`src/rtl/dmem_arbiter_pkg.sv`:
```
// Shared definitions for the DataMemory arbiter: port identifiers and the
// layout of the one-entry response pipeline.
package dmem_arbiter_pkg;

  localparam logic PORT_A = 1'b0;
  localparam logic PORT_B = 1'b1;

  typedef struct packed {
    logic owner;
    logic is_read;
    logic in_range;
  } rsp_t;

  // Only words below 2^aw exist in DataMemory; any higher address bit set is an error.
  function automatic logic addr_in_range(input logic [31:0] addr, input int unsigned aw);
    return ((addr >> aw) == 32'd0);
  endfunction

endpackage

```
`src/rtl/dmem_rr_starve.sv`:
```
// Starvation guard for a fixed-priority two-requester arbiter: counts
// consecutive high-priority grants while the low-priority side waits.
module dmem_rr_starve #(
  parameter int STARVE_LIMIT = 4
) (
  input  logic clk,
  input  logic rst,
  input  logic i_b_req,
  input  logic i_a_gnt,
  input  logic i_b_gnt,
  output logic o_force_b
);

  localparam logic [3:0] LIMIT = 4'(STARVE_LIMIT);

  logic [3:0] r_cnt;

  assign o_force_b = (r_cnt == LIMIT);

  always_ff @(posedge clk) begin
    if (rst || !i_b_req || i_b_gnt) begin
      r_cnt <= 4'd0;
    end else if (i_a_gnt && (r_cnt != LIMIT)) begin
      r_cnt <= r_cnt + 4'd1;
    end
  end

endmodule

```
`src/rtl/dmem_arbiter.sv`:
```
// Two-port arbiter in front of the single-port DataMemory: port A has fixed
// priority, port B is forced through after STARVE_LIMIT consecutive A grants.
module dmem_arbiter
  import dmem_arbiter_pkg::*;
#(
  parameter int ADDR_WIDTH   = 10,
  parameter int STARVE_LIMIT = 4
) (
  input  logic        clk,
  input  logic        rst,
  input  logic        a_req,
  input  logic        a_we,
  input  logic [31:0] a_addr,
  input  logic [31:0] a_wdata,
  output logic        a_gnt,
  output logic        a_rvalid,
  output logic [31:0] a_rdata,
  output logic        a_err,
  input  logic        b_req,
  input  logic        b_we,
  input  logic [31:0] b_addr,
  input  logic [31:0] b_wdata,
  output logic        b_gnt,
  output logic        b_rvalid,
  output logic [31:0] b_rdata,
  output logic        b_err,
  output logic        mem_we,
  output logic [31:0] mem_addr,
  output logic [31:0] mem_din,
  input  logic [31:0] mem_dout
);

  logic        w_force_b;
  logic        w_a_gnt;
  logic        w_b_gnt;
  logic        w_any_gnt;
  logic        w_we;
  logic [31:0] w_addr;
  logic [31:0] w_wdata;
  logic        w_in_range;
  rsp_t        w_rsp;

  rsp_t        r_rsp_p1;
  logic        r_vld_p1;
  logic        w_a_hit;
  logic        w_b_hit;
  logic [31:0] w_rdata;

  dmem_rr_starve #(
    .STARVE_LIMIT(STARVE_LIMIT)
  ) u_starve (
    .clk      (clk),
    .rst      (rst),
    .i_b_req  (b_req),
    .i_a_gnt  (w_a_gnt),
    .i_b_gnt  (w_b_gnt),
    .o_force_b(w_force_b)
  );

  // Grants are suppressed during reset so nothing is issued on the reset edge.
  always_comb begin
    w_a_gnt    = a_req & ~w_force_b & ~rst;
    w_b_gnt    = b_req & (~a_req | w_force_b) & ~rst;
    w_any_gnt  = w_a_gnt | w_b_gnt;
    w_we       = w_b_gnt ? b_we    : a_we;
    w_addr     = w_b_gnt ? b_addr  : a_addr;
    w_wdata    = w_b_gnt ? b_wdata : a_wdata;
    w_in_range = addr_in_range(w_addr, ADDR_WIDTH);
    w_rsp      = '{owner: (w_b_gnt ? PORT_B : PORT_A), is_read: ~w_we, in_range: w_in_range};
  end

  assign a_gnt = w_a_gnt;
  assign b_gnt = w_b_gnt;

  // ---- Issue stage (E0): command registered toward memory ----
  always_ff @(posedge clk) begin
    if (rst) begin
      mem_we   <= 1'b0;
      mem_addr <= 32'd0;
      mem_din  <= 32'd0;
      r_vld_p1 <= 1'b0;
      r_rsp_p1 <= '0;
    end else begin
      r_vld_p1 <= w_any_gnt;
      if (w_any_gnt) begin
        mem_we   <= w_we & w_in_range;
        mem_addr <= w_addr;
        mem_din  <= w_wdata;
        r_rsp_p1 <= w_rsp;
      end else begin
        mem_we   <= 1'b0;
      end
    end
  end

  always_comb begin
    w_a_hit = r_vld_p1 & (r_rsp_p1.owner == PORT_A);
    w_b_hit = r_vld_p1 & (r_rsp_p1.owner == PORT_B);
    w_rdata = (r_rsp_p1.is_read & r_rsp_p1.in_range) ? mem_dout : 32'd0;
  end

  // ---- Response stage (E1): memory sampled its negedge result ----
  always_ff @(posedge clk) begin
    if (rst) begin
      a_rvalid <= 1'b0;
      a_rdata  <= 32'd0;
      a_err    <= 1'b0;
      b_rvalid <= 1'b0;
      b_rdata  <= 32'd0;
      b_err    <= 1'b0;
    end else begin
      a_rvalid <= w_a_hit;
      a_rdata  <= w_a_hit ? w_rdata : 32'd0;
      a_err    <= w_a_hit & ~r_rsp_p1.in_range;
      b_rvalid <= w_b_hit;
      b_rdata  <= w_b_hit ? w_rdata : 32'd0;
      b_err    <= w_b_hit & ~r_rsp_p1.in_range;
    end
  end

endmodule

```
`config.mk`:
```
export PLATFORM = sky130hd
export DESIGN_NAME = dmem_arbiter
export DESIGN_NICKNAME = d
export VERILOG_FILES = /design/src/rtl/dmem_arbiter_pkg.sv /design/src/rtl/dmem_rr_starve.sv /design/src/rtl/dmem_arbiter.sv
export SDC_FILE = /design/constraint.sdc
export NUM_CORES = 1
export LEC_CHECK = 0
export ABC_CLOCK_PERIOD_IN_PS = 4000
export BUFFER_PORTS_ARGS = -buffer_cell sky130_fd_sc_hd__buf_2
export CAP_MARGIN = 20
export CELL_PAD_IN_SITES_DETAIL_PLACEMENT = 0
export CELL_PAD_IN_SITES_GLOBAL_PLACEMENT = 1
export CORE_ASPECT_RATIO = 1.4
export CORE_MARGIN = 4
export CORE_UTILIZATION = 34
export CTS_CLUSTER_DIAMETER = 60
export CTS_CLUSTER_SIZE = 25
export DETAILED_ROUTE_END_ITERATION = 8
export PLACE_DENSITY_LB_ADDON = 0.15
export SLEW_MARGIN = 20
export SYNTH_ARGS = -nofsm -noshare
export SYNTH_HDL_FRONTEND = slang
export SYNTH_SLANG_ARGS = --single-unit
```
`constraint.sdc`:
```
create_clock -name clk -period 4 [get_ports clk]
set_input_delay 0 -clock clk [delete_from_list [all_inputs] [get_ports clk]]
set_output_delay 0 -clock clk [all_outputs]
set_load 0.005 [all_outputs]
```
==> metrics <==
Root Driver clkbuf_16; Post-synth ARST share 0; # diodes 0; via count 5406; Net Sw Frac 0.255; leakage 4.37 nW; top cells by count, synth dfxtp_1, nor2_1, mux2i_1; WL/cell 15.4 um; largest cells by area after synthesis dfxtp_1, mux2i_1, nor2_1, a211oi_2, a211oi_1; Fin. Hold Viols 0; vias in the first global route 5721; Final Max Slew Viols 0; fin nets 1142; core footprint 0.0155 mm2; Max IR drop VDD 0.281 mV; DP Area 0.00688 mm2; internal power 2.70 mW; reg2reg start u_starve.r_cnt[0]; Setup TNS 0 ns; DRC Markers 0; largest net degree at the start of global routing 80; post-CTS setup buffer count 0; crit-path leading delay family buffers and inverters; layout cell share with drive strength beyond 1 0.378; end-of-flow core utilization 0.586; Setup WS pre-CTS 1.58 ns; RSZ-0062 raised after global routing false; PortBufs 300; Placed Cells 991; CP endpoint mem_addr[13]; Setup crit start u_starve.r_cnt[0]; Synth cell types 38; die area 0.0179 mm2; cell chain of the critical path inv_1, ha_1, and3b_4, nand2b_4, buf_4, nor2_1, a211oi_1, dlygate4sd3_1; Mapped Cells 531; clock-pin slew on the worst setup and hold paths 0.07 ns; IO Pins 301; H-tree levels 4; max frequency 338 MHz; critical-path maximum fanout 79; area leader, netlist dfxtp_1; CP endpoint kind flip-flop; cell area after synthesis 0.00536 mm2; Worst Reg-to-Reg Cells 8; synthesized flop and latch total 141; minimum clock period 2.96 ns; hold buffers post-CTS 160; Critical Path Source Type flip-flop; Synth Flop Type dfxtp_1; clock share of power 0.457; CTS tree done; YS warnings 0; GRT Resource Usage Total 0.195; setup violators final 0; HPWL after DPL 12.4 mm; PwrDens 397 mW/mm2; Syn Nets 699; sequential share of the synthesized area 0.527; first-pass GRT wire length 27.7 mm; power share of the sequential group 0.410; Final WS setup 1.04 ns; PostCTS Resize Cnt 0; Worst Hold Class in -> reg; Slowest cell on crit path nand2b_4; Die W 114 um; max_cap viols 0; Design Area, Final 0.00911 mm2; CP bufs+invs 3; Least-Margin Pin Slew 0.993 ns; antenna-violating nets left 0; Slew headroom 0.338; most common cell in the netlist dfxtp_1; Starting Density 0.345; EDFF count, synth 0; status finished, final reports clean; WS Path Type reg -> reg; Die Y 157 um; Area Growth Syn to Fin 70.0%; Max Root-Sink Buffers 2; Tcrit/Tclk final 0.739; RePlAce Congestion 0.836; Via-to-Cell Ratio 4.57; skew final 0.0136 ns; worst hold start b_wdata[7]; FF-to-FF setup slack 1.04 ns; syn avg cell area 10.1 um2; total CTS buffers 17; final cell count without fillers 1183; WL final 18.2 mm; site row count 54; initial antenna violation count 0; DRT Pass-1 Iters 4; DRT iter0 DRCs 247; FF-to-FF End mem_addr[13]; CP arrival 3.31 ns; switching pwr 923 uW; total global routing overflow 0; cell count along the critical path 8; Gate power share 0.133; top cell type's share of synthesized area 0.527; Clock Latency Late Sink 0.41 ns; critical path's largest stage delay 0.75 ns; Crit path required time 4.35 ns; CTS sink count 141
layout by cell type, fill, tap and decap left out, types with 3 or more instances in the layout:
master	synthesis	final
a211oi_1	34	34
a211oi_2	30	30
buf_2	15	298
buf_4	3	8
clkbuf_16	0	17
dfxtp_1	141	141
dlygate4sd3_1	0	160
inv_1	5	5
inv_6	0	5
inv_8	0	4
mux2i_1	64	64
nand2_1	34	34
nor2_1	139	139
nor3_1	3	3
nor4_1	9	9
worst min path at each step:
stage / cells past startpoint / end
global route: 3 / mem_addr[25]
finish: 3 / mem_din[7]
floorplan: 2 / a_rdata[0]
CTS: 3 / mem_din[7]
detailed placement: 3 / a_rdata[26]
global placement: 3 / a_rdata[16]
power by group through the flow:
stage | Clock [mW] | Combinational, mW | Sequential (mW)
detailed placement | 0 | 0.344 | 1.52
floorplan | 0 | 0.177 | 1.52
CTS | 1.68 | 0.481 | 1.49
global placement | 0 | 0.340 | 1.52
finish | 1.65 | 0.480 | 1.49
global route | 1.74 | 0.524 | 1.49
state kept, by name, indices dropped and copies added (netlist names):
signal,flops
b_err,1
a_err,1
r_rsp_p1,3
mem_din,32
b_rvalid,1
mem_addr,32
mem_we,1
a_rvalid,1
r_vld_p1,1
b_rdata,32
u_starve.r_cnt,4
a_rdata,32
cells by family (layout without fill, tap and decap cells):
kind of cell             count (synthesis)  in the layout  share of synthesized area
buffers and inverters                   47            503                     0.0542
adder cells (fa/ha/maj)                  2              2                    0.00467
XOR/XNOR                                 2              2                    0.00327
flip-flops                             141            141                      0.527
AND/OR/NAND/NOR                        202            202                      0.160
multiplexers                            65             65                      0.122
AO/OA/AOI/OAI                           72             72                      0.129
worst register-to-register path, delay by kind of cell (launching register included):
family	cells	cell delay, ns
DFF	1	0.34
adders and majority gates	1	0.16
and+or+nand+nor	3	1.07
AOI/OAI and AO/OA	1	0.24
buffers and inverters	3	1.10
cell type report:
cell class / count / area [um2]
Clock buffer: 17 / 425
Tap cell: 196 / 245
Sequential cell: 141 / 2820
Multi-Input combinational cell: 343 / 2250
Timing Repair Buffer: 466 / 3150
Clock inverter: 15 / 196
Inverter: 5 / 18.8
Fill cell: 1403 / 6430
metrics by stage:
stage / hold slack (ns) / total power, mW
2_1_floorplan: 0.137 / 1.70
3_3_place_gp: 0.233 / 1.86
3_5_place_dp: 0.239 / 1.86
4_1_cts: 0.00440 / 3.65
5_1_grt: 0.0183 / 3.76
6_report: 0.00915 / 3.62
routing by layer:
| metal | global-route usage | up-vias | routed length, um |
|---|---|---|---|
| li1 | - | 2714 | - |
| met1 | 0.205 | 2460 | 6860 |
| met2 | 0.369 | 205 | 9650 |
| met3 | 0.0418 | 27 | 1230 |
| met4 | 0.0781 | 0 | 423 |
| met5 | 0 | - | 0 |
(Power assumes the default switching activity.)
